**src/rtl/if_stage.sv**
```systemverilog
`default_nettype none
// ============================================================================
//  Module      : if_stage
//  Description : Instruction fetch stage. Issues one SRAM read per cycle when
//                the stage can advance, holds the fetched word in a one-entry
//                skid buffer while the pre-decode stage stalls, and lets a
//                taken branch cancel the instruction currently in IF.
//  Revision    : 1.0 - initial release
// ============================================================================
module if_stage #(
    parameter logic [31:0] RESET_PC = 32'h1C000000
) (
    input  logic        clk,
    input  logic        reset,
    output logic        inst_sram_en,
    output logic [31:0] inst_sram_addr,
    input  logic [31:0] inst_sram_rdata,
    input  logic [32:0] br_bus,
    input  logic        IPD_allow_in,
    output logic        IF_to_IPD_valid,
    output logic [63:0] IF_to_IPD_bus
);

    localparam logic [31:0] c_PC_STEP    = 32'd4;
    localparam logic [31:0] c_PC_AT_RST  = RESET_PC - c_PC_STEP;

    logic [31:0] r_pc;
    logic        r_if_valid;
    logic [31:0] r_inst_buf;
    logic        r_inst_buf_valid;

    logic        w_br_taken;
    logic [31:0] w_br_target;
    logic        w_if_ready_go;
    logic        w_if_allow_in;
    logic [31:0] w_pc_plus_4;
    logic [31:0] w_next_pc;
    logic        w_fetch_go;
    logic        w_skid_load;
    logic [31:0] w_inst;

    assign w_br_taken    = br_bus[32];
    assign w_br_target   = br_bus[31:0];

    // The stage never needs extra cycles, so it can always hand over.
    assign w_if_ready_go = 1'b1;
    assign w_if_allow_in = ~r_if_valid | (w_if_ready_go & IPD_allow_in);

    // Sequential address wraps naturally at 2^32.
    assign w_pc_plus_4   = r_pc + c_PC_STEP;
    assign w_next_pc     = w_br_taken ? w_br_target : w_pc_plus_4;

    // A taken branch forces a fetch even while downstream is stalled.
    assign w_fetch_go    = ~reset & (w_if_allow_in | w_br_taken);

    assign inst_sram_en   = w_fetch_go;
    assign inst_sram_addr = w_next_pc;

    // SRAM data is only valid the cycle after the request, so the first
    // stalled cycle must grab it before it disappears.
    assign w_skid_load = r_if_valid & ~IPD_allow_in & ~r_inst_buf_valid & ~w_br_taken;

    assign w_inst          = r_inst_buf_valid ? r_inst_buf : inst_sram_rdata;
    assign IF_to_IPD_valid = r_if_valid & w_if_ready_go & ~w_br_taken;
    assign IF_to_IPD_bus   = {w_pc_plus_4, w_inst};

    // PC and valid advance on every issued fetch and otherwise hold.
    always_ff @(posedge clk) begin
        if (reset) begin
            r_pc       <= c_PC_AT_RST;
            r_if_valid <= 1'b0;
        end else if (w_fetch_go) begin
            r_pc       <= w_next_pc;
            r_if_valid <= 1'b1;
        end
    end

    // Skid buffer: filled once per stall, emptied whenever a new fetch goes out.
    always_ff @(posedge clk) begin
        if (reset) begin
            r_inst_buf_valid <= 1'b0;
            r_inst_buf       <= 32'd0;
        end else if (w_fetch_go) begin
            r_inst_buf_valid <= 1'b0;
        end else if (w_skid_load) begin
            r_inst_buf_valid <= 1'b1;
            r_inst_buf       <= inst_sram_rdata;
        end
    end

endmodule
`default_nettype wire

```
**config.mk**
```make
export PLATFORM = sky130hd
export DESIGN_NAME = if_stage
export DESIGN_NICKNAME = d
export VERILOG_FILES = /design/src/rtl/if_stage.sv
export SDC_FILE = /design/constraint.sdc
export NUM_CORES = 1
export LEC_CHECK = 0
export ABC_AREA = 0
export BUFFER_PORTS_ARGS = -buffer_cell sky130_fd_sc_hd__buf_2
export CAP_MARGIN = 25
export CORE_MARGIN = 10
export CORE_UTILIZATION = 50
export CTS_CLUSTER_DIAMETER = 30
export DETAILED_ROUTE_END_ITERATION = 16
export GPL_TIMING_DRIVEN = 1
export PLACE_DENSITY = 0.81
export SLEW_MARGIN = 20
export SYNTH_ARGS = -nofsm -noshare
export SYNTH_HDL_FRONTEND = slang
export SYNTH_SLANG_ARGS = --single-unit
```
**constraint.sdc**
```tcl
create_clock -name clk -period 2.5 [get_ports clk]
set_clock_uncertainty 0.15 [all_clocks]
set_input_delay 0.125 -clock clk [delete_from_list [all_inputs] [get_ports clk]]
set_output_delay 0.125 -clock clk [all_outputs]
set_load 0.05 [all_outputs]
```
**Word level (Yosys, flattened, before mapping)**

Cells that the tools add are included.

- Register bits after elaboration: 66
- Input bits: 68
- Output and inout port bits: 98

- Add/sub/neg operators: 1
- Multiplexer cells: 2
- Bitwise gates (word level): 13
- Reductions and logical operators: 2

Operators by type and width:

| operator | number |
|---|---|
| $mux W32 | 2 |
| $add A32 B3 Y32 const B | 1 |
| $not A1 Y1 | 6 |
| $and A1 B1 Y1 | 5 |
| $or A1 B1 Y1 | 2 |
| $reduce_and A2 Y1 | 1 |
| $reduce_or A2 Y1 | 1 |

**Depth between registers and ports, before layout**

Gate-level depths: netlist of run 1.

- Depth after elaboration: 6
- Depth in mapped cells: 7

**Worst setup path after synthesis of run 1**

No wires, ideal clock.

- Path kind: register to output
- Start: reg r_pc[2]
- End: out inst_sram_addr[16]
- Arrival time: 2.668 ns
- Required time: 2.225 ns
- Setup slack: -0.443 ns
- Stages on the path, launching flop included: 7
- Cell sequence: dfxtp_1 > ha_1 > and3_1 > nand2_1 > clkbuf_1 > or2_2 > a211oi_1

- Longest elaborated chain between the ends: 2

RTL lines:

| item | line | text |
|---|---|---|
| from (decl) | 27 | `logic [31:0] r_pc;` |
| from (signal assigned) | 70 | `r_pc <= c_PC_AT_RST;` |
| from (signal assigned) | 73 | `r_pc <= w_next_pc;` |
| $add A32 B3 Y32 | 50 | `assign w_pc_plus_4 = r_pc + c_PC_STEP;` |
| $mux W32 | 51 | `assign w_next_pc = w_br_taken ? w_br_target : w_pc_plus_4;` |
| to (decl) | 16 | `output logic [31:0] inst_sram_addr,` |

No other way between the ends.

**Worst setup path in the final report of run 1**

- Start: reg r_pc[2]
- End: out inst_sram_addr[28]

The elaborated chain is that of the path after synthesis.

==> results.md, run 1 <==
- RSZ-0062 raised after global routing: true
- Final min period: 2.532 ns
- Clock tree buffer depth: 2
- Final Hold Viols: 0
- Non-filler cells, final: 947
- CTS sink count: 66
- First DRT Iteration DRCs: 580
- Fmax: 394.9 MHz
- Cell count after placement: 864
- Number of flops mapped to enable cells by yosys: 0
- Syn_nets: 651
- Synth Register Bits: 66
- Power share of the clock group: 21.0%
- Slew headroom: 61.46%
- Die H: 115.0 um
- Row count: 34
- Req. time, crit path: 2.23 ns
- R2R depth: 6
- Hold crit path type: in2reg
- Port Buf Inserts: 165
- CP max FO: 6
- Vias in the first global route: 5836
- Switching power total: 1.848 mW
- Seq. cell area: 0.001364 mm2
- Most used DFF post-synth: dfxtp_1
- I/O pins: 166
- Starting density of the core: 51.51%
- Routed wire per std cell: 20.37 um
- Total power: 4.014 mW
- Via count: 5892
- Multi-input logic area: 0.003259 mm2
- CP Class: reg2out
- Min Hold Slack: 0.02874 ns
- Routed wire length: 19290 um
- Fillers: 546
- Min setup slack post-route: -0.03225 ns
- GRT overflow: 0
- Fin crit share: 101.3%
- GPL Wtd Cong: 0.9033
- Final #Nets: 900
- Netlist Area Pre-Place: 0.004514 mm2
- Leak: 2.903 nW
- Reg power frac: 29.5%
- Overall routing resource usage: 26.95%
- H-tree depth: 3
- First-pass GRT wire length: 29530 um
- VDD IR max: 0.5613 mV
- Failing checks: negative setup slack
- Remaining DRCs: 0
- Post-route ant nets: 0
- Reg clk slew, reported paths: 0.08 ns
- Num CTS Buffers: 9
- Vias/cell: 6.222
- Pint: 2.166 mW
- Die ar.: 0.01323 mm2
- Chip width: 115.0 um
- WHS Path Cells: 3
- Least-Margin Pin Slew: 0.5736 ns
- Fin Setup TNS: -0.03225 ns
- Placed cell areas: 0.005857 mm2
- Initial antenna violation count: 1
- Synth unique cells: 55
- Area delta synth->final: 55.02%
- Largest net degree at the start of global routing: 48
- Detailed placement HPWL: 12450 um
- Run status: complete, but fails checks
- Count of synthesis-stage warnings from yosys: 0
- Sw Ratio: 46.05%
- CTS tree: yes
- Max Slew Vio Count: 0
- WP data arrival: 2.26 ns
- Ys async rst share: 0%
- Final instance area: 0.006998 mm2
- Sequential area share after synthesis: 29.27%
- Clk root buf: clkbuf_8
- Synthesized instance count: 582
- Max Cap Viol: 0
- Comb power frac: 49.6%
- Clock Latency Late Sink: 0.35 ns
- CP startpoint kind: register
- Count of final setup violators: 1
- First-pass DRT Iterations: 8
- Layout cell share with drive strength beyond 1: 47.25%
- CP endpoint kind: output port
- Pwr dens: 573.6 mW/mm2
- Core Area: 0.008763 mm2
- Syn avg cell area: 7.757 um2
==> cells in the mapped netlist (10+ instances only) <==
| master | number | share of area (%) |
|---|---|---|
| a21oi_1 | 40 | 4.4 |
| nand3_1 | 23 | 2.5 |
| dfxtp_1 | 66 | 29 |
| mux2_2 | 44 | 11 |
| nand2_1 | 95 | 7.9 |
| o31ai_1 | 10 | 1.7 |
| a211oi_1 | 10 | 1.7 |
| nor3_1 | 21 | 2.3 |
| xnor2_1 | 16 | 3.1 |
| nor4_1 | 11 | 1.5 |
| nor2_1 | 46 | 3.8 |
| clkbuf_1 | 30 | 2.5 |
| o21ai_0 | 10 | 1.1 |
| or4_1 | 10 | 1.7 |
| nand2b_1 | 10 | 1.4 |
==> layout by cell type (no fill, tap or decap), types with 5 or more instances in the layout <==
| master | instances |
|---|---|
| a2111oi_0 | 6 |
| o31ai_1 | 7 |
| nand2b_1 | 10 |
| xnor2_2 | 6 |
| clkbuf_8 | 9 |
| nor2b_1 | 7 |
| nand4_1 | 9 |
| xnor2_1 | 10 |
| a211oi_2 | 6 |
| nand3_1 | 17 |
| dfxtp_4 | 6 |
| o21ai_0 | 9 |
| mux2_2 | 44 |
| nor2_1 | 45 |
| buf_2 | 154 |
| nor4_1 | 6 |
| dfxtp_2 | 16 |
| inv_1 | 5 |
| and3_1 | 6 |
| nand2_1 | 94 |
| a21oi_1 | 40 |
| dlygate4sd3_1 | 47 |
| nand3_2 | 5 |
| and4_1 | 6 |
| or4_4 | 6 |
| buf_6 | 16 |
| nor3_1 | 19 |
| dfxtp_1 | 44 |
| buf_4 | 67 |
| and2_1 | 5 |
==> layer usage <==
layer  vias up  share of wire, %  GRT usage (%)
met2       408                49          45.42
met1      2801                37          30.91
li1       2616                 -              -
met4         0               3.6          11.22
met5         -                 0              0
met3        67                10          8.333
==> area by class of cell <==
| class | instances | area share (%) |
|---|---|---|
| diodes | 3 | 0.1073 |
| clock buffers | 9 | 1.770 |
| clock inverters | 7 | 0.7688 |
| inverters | 6 | 0.3218 |
| multi-input cells | 458 | 46.58 |
| flip-flops and latches | 66 | 19.49 |
| well taps | 108 | 1.931 |
| repair buffers | 290 | 29.04 |
==> repair_timing <==
| item | CTS | global route |
|---|---|---|
| setup endpoints to repair | 33 | 27 |
| pin swaps | 10 | 11 |
| gates cloned | 0 | 1 |
| buffers inserted | 5 | 11 |
| resized for setup | 63 | 33 |
| hold buffers | 47 | 0 |
| hold endpoints to repair | 47 | 0 |
==> flip-flops by register name (all words and copies together), names as in the netlist <==
name and flops:
r_inst_buf 32, r_inst_buf_valid 1, r_pc 32, r_if_valid 1
==> worst max-delay path: stages, from the launching register on <==
cell     delay [ns]
dfxtp_2        0.37
ha_4           0.18
nand3_2        0.11
or3_4          0.41
or4_4          0.46
a31oi_4        0.18
buf_6          0.18
==> logic make-up (layout without fill, tap and decap cells) <==
family,Yosys count,after routing,share of synthesized area (%)
adder cells (fa/ha/maj),1,1,0.2771
other,0,3,0
XOR/XNOR,21,21,4.074
buffers and inverters,58,312,6.790
multiplexers,45,45,11.20
AND/OR/NAND/NOR,273,273,30.57
flip-flops,66,66,29.27
AO/OA/AOI/OAI,118,118,17.82
==> path summary, 6_finish.rpt <==
| kind | start | to | slack (ns) |
|---|---|---|---|
| worst max-delay path | r_pc[2] | inst_sram_addr[28] | -0.03 |
| worst min-delay path | br_bus[13] | r_pc[13] | 0.03 |
| worst min register to register | r_inst_buf[4] | r_inst_buf[4] | 0.31 |
| worst max register to register | r_pc[2] | r_pc[20] | 0.29 |
==> power by group through the flow <==
| stage | clock network, mW | logic (mW) | registers [mW] |
|---|---|---|---|
| global placement | 0 | 1.69 | 1.19 |
| floorplan | 0 | 1.23 | 1.18 |
| detailed placement | 0 | 1.72 | 1.19 |
| global route | 0.884 | 2.09 | 1.19 |
| finish | 0.841 | 1.99 | 1.18 |
| CTS | 0.846 | 1.85 | 1.17 |
==> per-stage QoR <==
stage                     setup WS (ns)  utilization [%]
after CTS                      -0.06326            76.88
after floorplan                -0.09393                -
after detailed placement        0.07847            66.83
final                          -0.03225            79.85
after global placement          0.09270            66.83
after global routing           -0.06753            79.80
Power figures use the tool's default switching activity.
==> run 2: changes to the inputs <==
Settings changed: CORE_UTILIZATION 50 to 40, PLACE_DENSITY 0.81 to 0.67.
==> results.md, run 2 (synthesis gave the netlist of run 1 again) <==
- Layout cell share with drive strength beyond 1: 45.94%
- Comb power frac: 43.5%
- CTS sink count: 66
- Count of final setup violators: 0
- Fin Setup TNS: 0 ns
- Routed wire per std cell: 18.05 um
- Fmax: 400.8 MHz
- Starting density of the core: 41.28%
- Final min period: 2.495 ns
- CP Class: reg2out
- CTS tree: yes
- Area delta synth->final: 53.33%
- Remaining DRCs: 0
- Most common cell after layout, fill and taps aside: buf_2
- WP data arrival: 2.22 ns
- Worst path slowest cell: or3_4
- First-pass DRT Iterations: 5
- CP endpoint kind: output port
- I/O pins: 166
- Power share of the clock group: 29.4%
- Detailed placement HPWL: 12860 um
- Final Hold Viols: 0
- Switching power total: 1.801 mW
- Hold crit path type: in2reg
- Initial antenna violation count: 0
- Req. time, crit path: 2.23 ns
- Leak: 2.890 nW
- GRT overflow: 0
- Largest net degree at the start of global routing: 37
- Reg clk slew, reported paths: 0.06 ns
- H-tree depth: 3
- Total power: 4.362 mW
- Critical path, cell by cell: nand4_4 > buf_8 > or3_4 > or3_4 > a211oi_2 > buf_6
- Slew headroom: 53.83%
- Run status: finished, final reports clean
- Routed wire length: 17440 um
- Pint: 2.562 mW
- RSZ-0062 raised after global routing: true
- Pwr dens: 630.3 mW/mm2
- Final #Nets: 889
- Port Buf Inserts: 165
- CP startpoint kind: register
- Max Slew Vio Count: 0
- Via count: 5384
- Core Area: 0.01094 mm2
- GPL Wtd Cong: 0.9131
- Cell count after placement: 904
- Most frequent CP cell: or3_4
- Vias in the first global route: 5301
- Top flop regs: r_inst_buf x32, r_pc x32
- First DRT Iteration DRCs: 380
- VDD IR max: 0.5232 mV
- Reg power frac: 27.1%
- Die ar.: 0.01594 mm2
- Non-filler cells, final: 966
- CP max FO: 6
- Num CTS Buffers: 9
- Vias/cell: 5.573
- Clk root buf: clkbuf_16
- Max Cap Viol: 0
- Commonest cells after routing, fill and taps aside: 153 x buf_2, 94 x nand2_1, 70 x buf_4
- Placed cell areas: 0.005944 mm2
- Slowest stage delay, CP: 0.42 ns
- Die H: 126.2 um
- Overall routing resource usage: 20.61%
- Sw Ratio: 41.28%
- Least-Margin Pin Slew: 0.6873 ns
- Clock Latency Late Sink: 0.33 ns
- Fin crit share: 99.79%
- First-pass GRT wire length: 27510 um
- Clock tree buffer depth: 2
- Final instance area: 0.006922 mm2
- Row count: 38
- Post-route ant nets: 0
- Chip width: 126.2 um
[run 2: cell types whose count changed in the layout (fill, tap and decap cells not counted), moves of 3 or more]
cell	delta
buf_4	+3
clkinvlp_4	-3
dlygate4sd3_1	-8
clkbuf_16	+8
o31ai_2	-3
clkbuf_8	-8
dfxtp_1	+3
[run 2: worst max-delay path, delay by kind of cell (launching register included)]
kind / cells / cell delay (ns)
buffers and inverters: 2 / 0.35
AOI/OAI and AO/OA: 1 / 0.25
and+or+nand+nor: 3 / 0.92
DFF: 1 / 0.37
[run 2: timing repair]
item | in CTS | in global routing
endpoints found under the hold margin | 39 | 0
setup endpoints to repair | 19 | 19
pin swaps | 2 | 4
resized for setup | 46 | 34
setup buffers | 0 | 6
hold buffers | 39 | 0
cloned | 0 | 0
[run 2: path summary, 6_finish.rpt]
check,from,endpoint,slack (ns),cells after the start
setup / recovery,r_pc[12],inst_sram_addr[27],0.005,6
hold / removal,br_bus[8],r_pc[8],0.0004,3
setup reg to reg,r_pc[5],r_pc[20],0.29,5
hold reg to reg,r_inst_buf[13],r_inst_buf[13],0.30,2
[run 2: per-layer routing]
| layer | GRT usage, % | part of all wire, % | vias to the layer above |
|---|---|---|---|
| met1 | 25.86 | 42 | 2541 |
| met2 | 33.86 | 48 | 221 |
| met5 | 0 | 0 | - |
| met3 | 4.404 | 7.5 | 24 |
| met4 | 7.703 | 2.1 | 0 |
| li1 | - | - | 2598 |
[run 2: per-stage QoR]
| stage | worst slack, ns | util (%) | hold WS (ns) |
|---|---|---|---|
| floorplan | -0.09393 | - | 0.1110 |
| global placement | 0.06626 | 54.36 | 0.2258 |
| detailed placement | 0.01782 | 54.36 | 0.2311 |
| CTS | -0.002471 | 61.92 | 0.004088 |
| global route | -0.05243 | 63.27 | 0.02399 |
| finish | 0.005212 | 63.30 | 0.0003617 |
[run 2: power by group through the flow]
stage               clock network [mW]  logic [mW]  registers (mW)
floorplan                            0        1.23            1.18
global placement                     0        1.73            1.19
detailed placement                   0        1.75            1.19
CTS                               1.31        1.84            1.18
global route                      1.35        2.01            1.19
finish                            1.28        1.90            1.18
[run 2: cell type report]
class / count / area, um2
Fill cell: 960 / 4014
Multi-Input combinational cell: 458 / 3179
Timing Repair Buffer: 279 / 1882
Sequential cell: 66 / 1355
Clock buffer: 10 / 239.0
Tap cell: 140 / 175.2
Clock inverter: 6 / 66.31
Inverter: 6 / 22.52
Antenna cell: 1 / 2.502
